### src/rtl/traffic_pkg.sv
// traffic_pkg
// Shared definitions for the intersection scheduler slice.
//   state_t : 3-bit phase encodings, also exported on the debug state port
//   LT_*    : one-hot {R,Y,G} lamp codes driven onto ns_light / ew_light
package traffic_pkg;

    typedef enum logic [2:0] {
        NS_G       = 3'd0,
        NS_Y       = 3'd1,
        AR_TO_EW   = 3'd2,
        EW_G       = 3'd3,
        EW_Y       = 3'd4,
        AR_TO_NS   = 3'd5,
        WALK_TO_EW = 3'd6,
        WALK_TO_NS = 3'd7
    } state_t;

    localparam logic [2:0] LT_RED = 3'b100;
    localparam logic [2:0] LT_YEL = 3'b010;
    localparam logic [2:0] LT_GRN = 3'b001;

    // True for both pedestrian phases, which share the same lamp pattern.
    function automatic logic is_walk(input state_t s);
        return (s == WALK_TO_EW) || (s == WALK_TO_NS);
    endfunction

endpackage

### src/rtl/traffic_phase_timer.sv
// traffic_phase_timer
// Saturating phase timer shared by every phase of the scheduler.
// Ports:
//   clk, res      : rising-edge clock, synchronous active-high reset
//   en            : count enable; the counter holds when low
//   clr           : clear to zero (phase change), wins over counting
//   count         : current phase age in enabled cycles
//   at_min_green  : count has reached the minimum green length
//   at_max_green  : count is saturated at the maximum green length
module traffic_phase_timer #(
    parameter int CNT_W       = 5,
    parameter int T_MIN_GREEN = 8,
    parameter int T_MAX_GREEN = 20
) (
    input  logic             clk,
    input  logic             res,
    input  logic             en,
    input  logic             clr,
    output logic [CNT_W-1:0] count,
    output logic             at_min_green,
    output logic             at_max_green
);

    localparam logic [CNT_W-1:0] CNT_MIN = CNT_W'(T_MIN_GREEN - 1);
    localparam logic [CNT_W-1:0] CNT_MAX = CNT_W'(T_MAX_GREEN - 1);

    // Saturating at the max-green value keeps an idle green from wrapping
    // and lets the max-out compare stay true while the road holds.
    always_ff @(posedge clk) begin
        if (res) begin
            count <= '0;
        end else if (clr) begin
            count <= '0;
        end else if (en && (count != CNT_MAX)) begin
            count <= count + 1'b1;
        end
    end

    assign at_min_green = (count >= CNT_MIN);
    assign at_max_green = (count == CNT_MAX);

endmodule

### src/rtl/traffic_intersection_scheduler.sv
// traffic_intersection_scheduler
// Right-of-way sequencer for a two-road intersection with a pedestrian
// crossing. Greens gap out once the minimum green is served and the own
// road is empty, or max out while the opposing side keeps demanding.
// Ports:
//   clk, res     : rising-edge clock, synchronous active-high reset
//   en           : advance enable; low freezes state and timer
//   car_ns       : vehicle presence on North-South
//   car_ew       : vehicle presence on East-West
//   ped_req      : pedestrian button, sampled every cycle
//   ns_light     : NS lamp, one-hot {R,Y,G}
//   ew_light     : EW lamp, one-hot {R,Y,G}
//   walk         : pedestrian walk lamp
//   ped_pending  : latched pedestrian request not yet served
//   state        : current phase encoding, for debug
module traffic_intersection_scheduler
    import traffic_pkg::*;
#(
    parameter int T_MIN_GREEN = 8,
    parameter int T_MAX_GREEN = 20,
    parameter int T_YELLOW    = 3,
    parameter int T_ALL_RED   = 1,
    parameter int T_WALK      = 6,
    parameter int CNT_W       = 5
) (
    input  logic       clk,
    input  logic       res,
    input  logic       en,
    input  logic       car_ns,
    input  logic       car_ew,
    input  logic       ped_req,
    output logic [2:0] ns_light,
    output logic [2:0] ew_light,
    output logic       walk,
    output logic       ped_pending,
    output logic [2:0] state
);

    localparam logic [CNT_W-1:0] YEL_END  = CNT_W'(T_YELLOW - 1);
    localparam logic [CNT_W-1:0] AR_END   = CNT_W'(T_ALL_RED - 1);
    localparam logic [CNT_W-1:0] WALK_END = CNT_W'(T_WALK - 1);

    state_t           cur_state;
    state_t           nxt_state;
    logic [CNT_W-1:0] phase_cnt;
    logic             at_min_green;
    logic             at_max_green;
    logic             state_change;
    logic             entering_walk;

    // A phase change only happens on an enabled cycle, so the timer clear
    // and the state update always land on the same edge.
    assign state_change  = (nxt_state != cur_state);
    assign entering_walk = is_walk(nxt_state) && !is_walk(cur_state);

    traffic_phase_timer #(
        .CNT_W       (CNT_W),
        .T_MIN_GREEN (T_MIN_GREEN),
        .T_MAX_GREEN (T_MAX_GREEN)
    ) u_timer (
        .clk          (clk),
        .res          (res),
        .en           (en),
        .clr          (state_change),
        .count        (phase_cnt),
        .at_min_green (at_min_green),
        .at_max_green (at_max_green)
    );

    // State register.
    always_ff @(posedge clk) begin
        if (res) begin
            cur_state <= NS_G;
        end else begin
            cur_state <= nxt_state;
        end
    end

    // Next-state logic. A green leaves only with opposing demand, after the
    // minimum green, and then either when its own road empties (gap-out)
    // or when the saturated timer signals max-out.
    always_comb begin
        nxt_state = cur_state;
        if (en) begin
            case (cur_state)
                NS_G: begin
                    if ((car_ew || ped_pending) && at_min_green &&
                        (!car_ns || at_max_green)) begin
                        nxt_state = NS_Y;
                    end
                end
                NS_Y: begin
                    if (phase_cnt == YEL_END) nxt_state = AR_TO_EW;
                end
                AR_TO_EW: begin
                    if (phase_cnt == AR_END) begin
                        nxt_state = ped_pending ? WALK_TO_EW : EW_G;
                    end
                end
                WALK_TO_EW: begin
                    if (phase_cnt == WALK_END) nxt_state = EW_G;
                end
                EW_G: begin
                    if ((car_ns || ped_pending) && at_min_green &&
                        (!car_ew || at_max_green)) begin
                        nxt_state = EW_Y;
                    end
                end
                EW_Y: begin
                    if (phase_cnt == YEL_END) nxt_state = AR_TO_NS;
                end
                AR_TO_NS: begin
                    if (phase_cnt == AR_END) begin
                        nxt_state = ped_pending ? WALK_TO_NS : NS_G;
                    end
                end
                WALK_TO_NS: begin
                    if (phase_cnt == WALK_END) nxt_state = NS_G;
                end
                default: nxt_state = NS_G;
            endcase
        end
    end

    // Pedestrian request latch. It captures presses even while frozen; the
    // edge that starts a walk clears it and swallows a same-cycle press, and
    // presses during a walk are already being served so they are dropped.
    always_ff @(posedge clk) begin
        if (res) begin
            ped_pending <= 1'b0;
        end else if (entering_walk) begin
            ped_pending <= 1'b0;
        end else if (ped_req && !is_walk(cur_state)) begin
            ped_pending <= 1'b1;
        end
    end

    // Lamp decode from the registered state; red everywhere unless a road
    // owns the phase, so both roads can never be non-red together.
    always_comb begin
        ns_light = LT_RED;
        ew_light = LT_RED;
        walk     = 1'b0;
        case (cur_state)
            NS_G:       ns_light = LT_GRN;
            NS_Y:       ns_light = LT_YEL;
            EW_G:       ew_light = LT_GRN;
            EW_Y:       ew_light = LT_YEL;
            WALK_TO_EW: walk     = 1'b1;
            WALK_TO_NS: walk     = 1'b1;
            default:    walk     = 1'b0;
        endcase
    end

    assign state = cur_state;

endmodule

### config.mk
export PLATFORM = sky130hd
export DESIGN_NAME = traffic_intersection_scheduler
export DESIGN_NICKNAME = d
export VERILOG_FILES = /design/src/rtl/traffic_pkg.sv /design/src/rtl/traffic_phase_timer.sv /design/src/rtl/traffic_intersection_scheduler.sv
export SDC_FILE = /design/constraint.sdc
export NUM_CORES = 1
export LEC_CHECK = 0
export ABC_CLOCK_PERIOD_IN_PS = 2800
export BUFFER_PORTS_ARGS = -buffer_cell sky130_fd_sc_hd__buf_2
export CAP_MARGIN = 15
export CORE_UTILIZATION = 51
export CTS_CLUSTER_SIZE = 12
export DETAILED_ROUTE_END_ITERATION = 10
export HOLD_SLACK_MARGIN = 0.03
export PLACE_DENSITY_LB_ADDON = 0.1
export SLEW_MARGIN = 15
export SYNTH_ARGS = -nofsm -noshare
export SYNTH_HDL_FRONTEND = slang
export SYNTH_HIERARCHICAL = 1
export SYNTH_SLANG_ARGS = --single-unit
### constraint.sdc
create_clock -name clk -period 2.8 [get_ports clk]
set_input_delay 0.56 -clock clk [delete_from_list [all_inputs] [get_ports clk]]
set_output_delay 0.56 -clock clk [all_outputs]
set_load 0.005 [all_outputs]
==> flow_summary.yaml <==
run_status:
  status: "completed"
pwr:
  power_density_mw_per_mm2: 344.6
  power.internal_mw: 0.2103
  clockPowerShare: 0.342
  p_seq_frac: 0.471
  p_comb_frac: 0.187
  netSwitchingPower_mw: 0.08851
  ir_drop_mv: 0.3132
  power.leakage_nw: 0.3929
  p_sw_frac: 0.2962
floorplanning:
  rows: 13
  die_width_um: 40.27
  core-area_mm2: 0.001334
  die_y_um: 40.27
  die-area_mm2: 0.001622
  start_util: 0.5600
  pin_count: 17
timing:
  finalCritPeriodShare: 0.8904
  maxSlewViolCount: 0
  rsz0062_at_grt: "no"
  finalHoldViolCount: 0
  relSlewSlack: 0.6069
  fin_setup_tns_ps: 0
  timing.fmax_ghz: 0.4011
  worst_slew_pin_slew_ps: 584.3
  min_period_ps: 2493
  finalClockSkew_ps: 7.140
  setup_viol: 0
synth:
  synth.avg_cell_area_um2: 7.701
  yosysUniqueCellTypes: 42
  synth-seq-area-share: 0.2412
  syn-cell-area_um2: 747.0
  synth_seq_cells: 9
  synthCells: 97
  yosysWarnings: 6
  synthesis.nets: 104
placement:
  port_buffers: 16
  dp_cells: 126
  placed_area_um2: 839.6
  routabilityCongestion: 0.8892
  dp_hpwl_um: 1378
layout:
  fill_cells: 123
  layout_commonest_cell: "buf_2"
  diodes: 0
  final_cell_mix: "buf_2 (16), dfxtp_1 (9), inv_1 (8)"
  nNetsFinal: 123
  layout.cells.non_filler: 130
  final_cell_area_um2: 867.1
  synthToLayoutAreaGrowth_pct: 16.08
  drive_above_1_share: 0.2522
clock_network:
  postCtsSetupRepairBufs: 0
  clockBufferDepth: 2
  htree_levels: 1
  clkLatencyLatePin_ps: 270
  numClockSinks: 9
  root_buffer: "clkbuf_4"
  cts_resized: 0
  holdBufCountCts: 0
  cts_tree: "yes"
  clk_pin_slew_ps: 70
  cts_made_buffers: 3
global_route:
  grt-ovfl-total: 0
  antenna_found_initial: 0
  grt_max_degree: 20
  grt_pass1_vias: 682
  grt_pass1_wl_um: 2925
  grtUsageTotal: 0.2759
route:
  wl_per_cell_um: 14.32
  ant_nets: 0
  first_iter_violations: 15
  drt-pass1-iter-count: 4
  drc_errors: 0
  viasPerCell: 6.431
  routed_wirelength_um: 1862
  vias: 836
setup_path:
  r2r_setup_slack_ps: 310
  cp_slowest_cell: "a221o_1"
  critical-path-max-stage-delay_ps: 380
  crit_required_ps: 2990
  critPathKind: "register to register"
  crit_path_cell_trace: "ha_1 > a21o_1 > a211o_2 > o221ai_1 > o22ai_1 > a21o_1 > a221o_1 > nor2_1 > nand2_1 > o31ai_1"
  crit_arrival_ps: 2680
  cp-end-kind: "register"
  cp-start-kind: "register"
  critPathMostFrequentCell: "a21o_1"
  crit_fanout: 4
job:
  drv_cap: 0
hold_path:
  hp-class: "input pin to register"
==> cell families after synthesis <==
group | after synthesis | synth area share
flops | 9 | 0.2412
xor+xnor | 2 | 0.02345
fa+ha+maj | 1 | 0.01675
compound gates | 34 | 0.3283
simple gates | 38 | 0.3082
buf+inv | 12 | 0.06868
mux | 1 | 0.01340
==> critical path: cells and delay by family (launching register included) <==
family / cells / cell delay [ps]
flip-flops: 1 / 320
adder cells (fa/ha/maj): 1 / 240
AND/OR/NAND/NOR: 2 / 320
AO/OA/AOI/OAI: 7 / 1520
==> worst paths after layout <==
| check | startpoint | to | cells after the start |
|---|---|---|---|
| worst min register to register | u_timer/count[2] | u_timer/count[2] | 2 |
| worst min-delay path | res | state[2] | 2 |
| worst max-delay path | u_timer/count[0] | u_timer/count[1] | 10 |
| worst max register to register | u_timer/count[0] | u_timer/count[1] | 10 |
==> power groups by stage <==
stage / Sequential, mW / Combinational (mW) / Clock (mW)
floorplan: 0.142 / 0.0336 / 0
global placement: 0.143 / 0.0544 / 0
detailed placement: 0.143 / 0.0547 / 0
global route: 0.142 / 0.0625 / 0.113
finish: 0.141 / 0.0559 / 0.102
CTS: 0.140 / 0.0550 / 0.107
==> registers in the layout, summed over array words and instances, names as in the netlist <==
| signal | cells |
|---|---|
| ped_pending | 1 |
| state | 3 |
| u_timer/count | 5 |
==> area by class of cell <==
class / instances / area, µm² / area share
clock buffer: 3 / 22.52 / 0.02597
multi-input combinational: 76 / 515.5 / 0.5945
clock inverter: 1 / 5.005 / 0.005772
inverter: 8 / 30.03 / 0.03463
sequential: 9 / 180.2 / 0.2078
timing repair buffer: 18 / 95.09 / 0.1097
tap: 15 / 18.77 / 0.02165
==> per-stage QoR <==
stage / util / power [mW] / worst slack (ps) / hold slack [ps]
finish: 0.6501 / 0.2988 / 306.8 / 553.6
detailed placement: 0.6295 / 0.1981 / 340.4 / 564.7
global route: 0.6501 / 0.3171 / 118.9 / 547.4
global placement: 0.6295 / 0.1978 / 434.3 / 569.9
floorplan: - / 0.1759 / 481.9 / 515.6
CTS: 0.6501 / 0.3025 / 318.1 / 536.9
==> metal layers <==
metal,GRT usage,part of all wire,vias to the layer above
met5,0,0,-
met2,0.4556,0.46,53
met1,0.3255,0.43,365
li1,-,-,412
met4,0.1167,0.018,0
met3,0.08889,0.085,6
==> cells in the mapped netlist <==
cell type,instances,area [µm²]
ha_1,1,12.51
buf_2,2,10.01
nor4_1,3,18.77
o21ai_0,5,25.02
inv_1,8,30.03
o31ai_1,2,15.01
o22ai_1,4,25.02
o221ai_1,1,8.760
a311oi_1,1,8.760
and4bb_4,1,16.27
or3_1,3,18.77
mux2i_1,1,10.01
nand2_1,7,26.28
nor2b_1,2,12.51
a211o_2,1,10.01
and3_1,1,6.260
buf_4,1,7.510
a21o_1,3,22.52
nor3_1,6,30.03
and3b_1,1,8.760
nor2_1,4,15.01
a21oi_1,5,25.02
nand4b_1,1,8.760
a2bb2oi_1,1,8.760
and2_1,1,6.260
a221oi_1,1,8.760
clkbuf_1,1,3.750
a221o_1,1,10.01
a211oi_2,1,12.51
o311ai_0,1,8.760
o21ba_2,1,10.01
or4_4,2,22.52
nand2b_1,1,6.260
a21boi_1,2,15.01
nand4_1,3,18.77
and4_1,1,8.760
or2_2,1,6.260
o211ai_1,1,7.510
dfxtp_1,9,180.2
a211oi_1,2,15.01
xor2_1,2,17.52
a22o_1,1,8.760
(Power assumes the default switching activity.)
